$ cat src/rtl/lookup_scan_ctrl.sv
// Scans an external cell store one read per cycle and reports the first matching cell.
// Define LOOKUP_SCAN_BEST_RANK_EN to scan every cell and report the highest-rank hit instead.
module lookup_scan_ctrl #(
  parameter int N_CELLS = 16,
  parameter int ADDR_W  = 4,
  parameter int DATA_W  = 8
) (
  input  logic              clk,
  input  logic              rst_n,
  input  logic              q_valid,
  output logic              q_ready,
  input  logic [DATA_W-1:0] q_index,
  input  logic [DATA_W-1:0] q_metadata,
  input  logic              q_is_meta,
  input  logic              abort,
  output logic              cell_rd_en,
  output logic [ADDR_W-1:0] cell_addr,
  input  logic              cell_elt_def,
  input  logic [DATA_W-1:0] cell_rank,
  input  logic [DATA_W-1:0] cell_low,
  input  logic [DATA_W-1:0] cell_high,
  input  logic [DATA_W-1:0] cell_index,
  input  logic [DATA_W-1:0] cell_value,
  output logic              r_valid,
  input  logic              r_ready,
  output logic              r_found,
  output logic [DATA_W-1:0] r_value,
  output logic [DATA_W-1:0] r_context,
  output logic [ADDR_W-1:0] r_addr
);
  typedef enum logic [1:0] {IDLE, SCAN, DRAIN, RESP} state_t;

  localparam logic [ADDR_W-1:0] LAST = ADDR_W'(N_CELLS - 1);

  state_t            state_q, state_d;
  logic [ADDR_W-1:0] cnt_q, cnt_d;
  logic              cmp_vld_q, cmp_vld_d;
  logic [ADDR_W-1:0] cmp_addr_q, cmp_addr_d;
  logic [DATA_W-1:0] qi_q, qi_d, qm_q, qm_d;
  logic              qs_q, qs_d;
  logic              rf_q, rf_d;
  logic [DATA_W-1:0] rv_q, rv_d, rc_q, rc_d;
  logic [ADDR_W-1:0] ra_q, ra_d;
  logic              match, hit, take;

  // Compare stage: read data belongs to the address issued on the previous cycle.
  assign match = cell_elt_def && (cell_index == qi_q) && (qm_q >= cell_low) &&
                 (qm_q <= cell_high) && qs_q;
  assign hit   = cmp_vld_q && match && (state_q == SCAN || state_q == DRAIN);
`ifdef LOOKUP_SCAN_BEST_RANK_EN
  assign take  = hit && (!rf_q || (cell_rank > rc_q));
`else
  assign take  = hit;
`endif

  assign cell_addr = cnt_q;
  assign r_found   = r_valid && rf_q;
  assign r_value   = r_valid ? rv_q : '0;
  assign r_context = r_valid ? rc_q : '0;
  assign r_addr    = r_valid ? ra_q : '0;

  always_comb begin
    state_d    = state_q;
    cnt_d      = cnt_q;
    cmp_addr_d = cnt_q;
    qi_d       = qi_q;
    qm_d       = qm_q;
    qs_d       = qs_q;
    rf_d       = rf_q;
    rv_d       = rv_q;
    rc_d       = rc_q;
    ra_d       = ra_q;
    q_ready    = 1'b0;
    cell_rd_en = 1'b0;
    r_valid    = 1'b0;
    if (take) begin
      rf_d = 1'b1;
      rv_d = cell_value;
      rc_d = cell_rank;
      ra_d = cmp_addr_q;
    end
    case (state_q)
      IDLE: begin
        q_ready = 1'b1;
        cnt_d   = '0;
        if (q_valid) begin
          qi_d    = q_index;
          qm_d    = q_metadata;
          qs_d    = q_is_meta;
          rf_d    = 1'b0;
          rv_d    = '0;
          rc_d    = '0;
          ra_d    = '0;
          state_d = SCAN;
        end
      end
      SCAN: begin
        cell_rd_en = 1'b1;
`ifndef LOOKUP_SCAN_BEST_RANK_EN
        if (take) begin
          cell_rd_en = 1'b0;
          cnt_d      = '0;
          state_d    = RESP;
        end else
`endif
        if (cnt_q == LAST) state_d = DRAIN;
        else               cnt_d   = cnt_q + ADDR_W'(1);
      end
      DRAIN: begin
        cnt_d   = '0;
        state_d = RESP;
      end
      RESP: begin
        r_valid = 1'b1;
        if (r_ready) begin
          rf_d    = 1'b0;
          rv_d    = '0;
          rc_d    = '0;
          ra_d    = '0;
          state_d = IDLE;
        end
      end
      default: state_d = IDLE;
    endcase
    // Abort beats a same-cycle hit and drops any captured result.
    if (abort && (state_q == SCAN || state_q == DRAIN)) begin
      cell_rd_en = 1'b0;
      cnt_d      = '0;
      rf_d       = 1'b0;
      rv_d       = '0;
      rc_d       = '0;
      ra_d       = '0;
      state_d    = IDLE;
    end
    cmp_vld_d = cell_rd_en;
  end

  always_ff @(posedge clk) begin
    if (!rst_n) begin
      state_q    <= IDLE;
      cnt_q      <= '0;
      cmp_vld_q  <= 1'b0;
      cmp_addr_q <= '0;
      qi_q       <= '0;
      qm_q       <= '0;
      qs_q       <= 1'b0;
      rf_q       <= 1'b0;
      rv_q       <= '0;
      rc_q       <= '0;
      ra_q       <= '0;
    end else begin
      state_q    <= state_d;
      cnt_q      <= cnt_d;
      cmp_vld_q  <= cmp_vld_d;
      cmp_addr_q <= cmp_addr_d;
      qi_q       <= qi_d;
      qm_q       <= qm_d;
      qs_q       <= qs_d;
      rf_q       <= rf_d;
      rv_q       <= rv_d;
      rc_q       <= rc_d;
      ra_q       <= ra_d;
    end
  end
endmodule

$ cat config.mk
export PLATFORM = sky130hd
export DESIGN_NAME = lookup_scan_ctrl
export DESIGN_NICKNAME = d
export VERILOG_FILES = /design/src/rtl/lookup_scan_ctrl.sv
export SDC_FILE = /design/constraint.sdc
export NUM_CORES = 1
export LEC_CHECK = 0
export BUFFER_PORTS_ARGS = -buffer_cell sky130_fd_sc_hd__buf_2
export CORE_MARGIN = 10
export CORE_UTILIZATION = 54
export DETAILED_ROUTE_END_ITERATION = 16
export PLACE_DENSITY = 0.81
export SYNTH_ARGS = -nofsm -noshare
export SYNTH_HDL_FRONTEND = slang
export SYNTH_SLANG_ARGS = --single-unit
$ cat constraint.sdc
create_clock -name clk -period 3.1 [get_ports clk]
set_input_delay 0.31 -clock clk [delete_from_list [all_inputs] [get_ports clk]]
set_output_delay 0.31 -clock clk [all_outputs]
set_load 0.005 [all_outputs]
After elaboration in Yosys (flattened, before gate mapping):

Cells that the tools add are included.

* bits in registers: 49
* input bits: 63
* output and inout port bits: 28
* logic and storage cells: 72

* add/sub/neg operators: 1
* order comparisons: 2
* equality and inequality tests: 9
* muxes and demuxes: 32
* bitwise gates (word level): 1
* reduce and logical (&&, ||, !) cells: 16

Operators by type and width (number)
* $mux W8: 8
* $pmux W8 S2: 2
* $mux W4: 6
* $pmux W4 S2: 2
* $eq A8 B8 Y1: 1
* $ge A8 B8 Y1: 1
* $le A8 B8 Y1: 1
* $logic_and A1 B1 Y1: 8
* $mux W1: 8
* $mux W2: 4
* $pmux W2 S4: 1
* $ne A3 B3 Y1 const B: 2
* $add A4 B1 Y4 const B: 1
* $eq A2 B2 Y1 const B: 2
* $eq A4 B4 Y1 const B: 1
* $ne A2 B2 Y1 const B: 2
* $reduce_and A2 Y1: 2
* $reduce_or A2 Y1: 2
* $reduce_and A3 Y1: 1
* $eq A2 B1 Y1 const B: 1
* $logic_not A2 Y1: 1
* $pmux W1 S2: 1
* $reduce_bool A2 Y1: 1
* $logic_or A1 B1 Y1: 1
* $not A1 Y1: 1

Depth between registers and ports, before layout:

* depth in word-level cells: 10
* depth in mapped cells: 10
* mapped depth without buffers: 8

Worst setup path after synthesis:

No wires, ideal clock.

* kind: reg-to-output
* start: register state_q[1]
* end: output cell_rd_en
* arrival time: 1869 ps
* required time: 2790 ps
* path slack: 921 ps
* cell stages (with the launch flop): 10
* path buffers: 1
* path through: dfxtp_1 > inv_1 > ha_1 > nand4_1 > nor4_1 > nand4_1 > o21ba_1 > buf_6 > nand2_1 > and3_1

* longest elaborated chain between the ends: 6
* elaborated cells between the ends (all ways): 8

RTL lines
* from (decl): line 35 `state_t state_q, state_d;`
* from (signal assigned): line 152 `state_q <= state_d;`
* $eq A2 B1 Y1 or $eq A2 B2 Y1 (tied branches): line 49, 82, 126
* $logic_or A1 B1 Y1: line 49, 126
* $logic_and A1 B1 Y1: line 49 `assign hit = cmp_vld_q && match && (state_q == SCAN || state_q == DRAIN);`
* $mux W1: line 100 `if (take) begin`
* $mux W1: line 82 `case (state_q)`
* $mux W1 (*): line 126 `if (abort && (state_q == SCAN || state_q == DRAIN)) begin`
* to (decl): line 16 `output logic cell_rd_en,`

Mark *: on every way between the ends. The rest lies on a longest branch, timed or not.

Worst setup path after layout:

* start: register state_q[0]
* end: output cell_rd_en

Same word-level chain as after synthesis.

==> results.md <==
- Outcome: finished clean
- Warnings, synthesis: 0
- Final Wtd Congestion: 0.8084
- Post-Syn Instances: 330
- Max Clock Freq: 0.3573 GHz
- P&R area growth vs syn: 22.95%
- Synth cell types: 42
- Reg2Reg Setup Slack: 0.49 ns
- CTS tree: done
- Skew final: 0.01346 ns
- FFs w/ async S/R, synth: 0%
- Post-layout min period: 2.799 ns
- Count leader, synth: dfxtp_1
- Metal3 WL: 355 um
- Hold buffers post-CTS: 0
- Fin. max-slew vios: 0
- Req. time, crit path: 2.79 ns
- Simple-Gate Fraction of Synth Area: 22.86%
- Synth Area in XOR/XNOR: 2.634%
- Via/cell ratio: 5.217
- WHS: 0.2522 ns
- Leakage power: 1.535 nW
- Reg2Reg Capture Point: cell_addr[0]$_SDFFE_PP0P_
- Half-perimeter wire length after placement: 5207 um
- Reg2Reg Depth: 9
- Setup_tns: 0 ns
- Gr ovfl total: 0
- Post-DP Area: 3158 um2
- Post-CTS Setup Inserts: 0
- Total number of vias: 2520
- Avg Inst Size Synth: 8.061 um2
- Max-cap viol count: 0
- R2R Path Start: state_q[0]$_SDFFE_PP0P_
- Max layer used: met4
- Synth top area cells: dfxtp_1 37%, ha_1 9.9%, nand2_1 6.2%
- DR pass1 iterations: 4
- Die W: 90.19 um
- Post-synth EDFFs: 0
- Starting Density: 55.95%
- CP arrival: 2.49 ns
- Compound-cell area share of the yosys netlist: 20.93%
- Final Util: 68.79%
- Metal-1 WL: 2895 um
- Share of the synthesized area in the top cell type: 36.88%
- HP Class: in2reg
- Cell accounting for the most synthesized area: dfxtp_1
- Worst-Margin Slew: 0.5664 ns
- # rows: 25
- Vias in the first global route: 2531
- Die H: 90.19 um
- Routed Wire Length: 6871 um
- PwrDens: 559.4 nW/um2
- Setup crit end kind: primary output
- Share of cells above drive strength 1: 26.68%
- Global-route usage over all layers: 16.60%
- Antenna violation net count after detailed routing: 0
- # DRC: 0
- Peak supply drop: 0.4489 mV
- Final Hold Viols: 0
- Crit path max fanout: 6
- Root Driver: clkbuf_8
- Largest net degree at the start of global routing: 25
- CTS max path bufs: 2
- Worst-Skew Late Latency: 0.30 ns
- DRT iter0 DRCs: 133
- Number of H-tree levels: 2
- IO Pins: 91
- Mapped Area: 2660 um2
- Ys flop type: dfxtp_1
- Non-Filler Cell Area, Final: 3271 um2
- Register area share after synthesis: 36.88%
- Post-synthesis mux area share: 0.4233%
- TritonCTS Sinks: 49
- Final setup violation count: 0
- Drt wl/cell: 14.23 um
- CTS Buf Count: 5
- Die area: 8133 um2
- Initial antenna violation count: 0
- CTS resizes: 0
- Main combinational cell family by area after synthesis: simple AND/OR/NAND/NOR gates
- Crit share post-route: 90.28%
- Filler cell count: 449
- CORE AREA: 4755 um2
- Met2 Wirelength: 3537 um
- First-pass GRT wire length: 11760 um
- Most instantiated cells after synthesis: 49 x dfxtp_1, 44 x nand2_1, 31 x a21oi_1
- Setup crit start: state_q[0]$_SDFFE_PP0P_
- Worst rel slew slack: 62.24%
- Post-synthesis net count: 414
- #FFs+latches synth: 49
- Synthesized-area fraction occupied by adder cells: 9.878%
- CP startpoint kind: flop
- Clock slew at reported path FFs: 0.09 ns
- Port bufs: 90
- Unrepaired setup endpoints after global routing: no
- Setup Crit Path Kind: reg2out
- Crit path to: cell_rd_en
- Ant diodes: 0
- Layout Nets: 499
==> cells in the final DEF, fill, tap and decap left out, types with 2 or more instances in the layout <==
master,instances
and2_1,26
nand4_1,6
nand2_1,44
o21ai_0,24
dfxtp_1,49
nor3_1,2
nor2b_1,2
nor2_1,7
clkbuf_8,5
nand3_1,26
buf_4,7
a211oi_1,2
inv_1,20
xnor2_1,2
a21boi_0,18
xor2_1,6
a21oi_1,31
ha_1,21
and3_1,3
buf_2,90
==> where the power goes <==
part,internal [mW],leakage [nW],switching (mW)
clock,0.242,0.0585,0.210
combinational,0.238,1.08,0.395
sequential,0.691,0.398,0.0529
==> layout make-up <==
type | instances | area [um2] | area share, %
tap | 67 | 83.83 | 2.563
inverter | 20 | 75.07 | 2.295
clock inverter | 3 | 43.79 | 1.339
clock buffer | 5 | 68.82 | 2.104
timing repair buffer | 97 | 503.0 | 15.38
multi-input combinational | 242 | 1515 | 46.33
sequential | 49 | 980.9 | 29.99
==> critical path, cell delays in order, from the launching register on <==
cell,delay (ns)
dfxtp_1,0.43
inv_1,0.11
ha_1,0.38
nand4_1,0.11
nor4_1,0.32
nand4_1,0.14
o21ba_1,0.26
nand2_1,0.11
and3_1,0.20
buf_2,0.12
==> through the flow <==
| step | cells | power, mW | worst slack (ns) |
|---|---|---|---|
| final | 483 | 1.830 | 0.3013 |
| after global placement | 475 | 1.364 | 0.6645 |
| after CTS | 483 | 1.839 | 0.2945 |
| after floorplan | 330 | 1.188 | 0.9211 |
| after global routing | 483 | 1.965 | 0.1394 |
| after detailed placement | 475 | 1.381 | 0.5643 |
==> cells by family (layout without fill, tap and decap cells) <==
group / count (synthesis) / count (layout)
compound gates: 90 / 90
fa+ha+maj: 21 / 21
buf+inv: 39 / 125
simple gates: 122 / 122
flops: 49 / 49
xor+xnor: 8 / 8
mux: 1 / 1
==> layer usage <==
| layer | global-route usage, % | vias to the layer above |
|---|---|---|
| li1 | - | 1302 |
| met1 | 19.46 | 1145 |
| met2 | 28.81 | 67 |
| met3 | 4.156 | 6 |
| met4 | 5.305 | 0 |
| met5 | 0 | - |
==> how the worst min path moves through the flow <==
stage,from,end,depth (start not counted)
2_1_floorplan,rf_q$_SDFF_PP0_,rf_q$_SDFF_PP0_,2
6_report,cell_rank[5],rc_q[5]$_SDFF_PP0_,3
3_5_place_dp,cmp_addr_q[2]$_SDFF_PN0_,ra_q[2]$_SDFF_PP0_,2
4_1_cts,cell_rank[1],rc_q[1]$_SDFF_PP0_,3
5_1_grt,cell_rank[4],rc_q[4]$_SDFF_PP0_,3
3_3_place_gp,cmp_addr_q[2]$_SDFF_PN0_,ra_q[2]$_SDFF_PP0_,2
==> state kept, by name, summed over array words and instances, names as in the netlist <==
signal	count
cmp_vld_q	1
qs_q	1
cmp_addr_q	4
state_q	2
rc_q	8
ra_q	4
rv_q	8
qi_q	8
qm_q	8
rf_q	1
cell_addr	4
(Power assumes the default switching activity.)
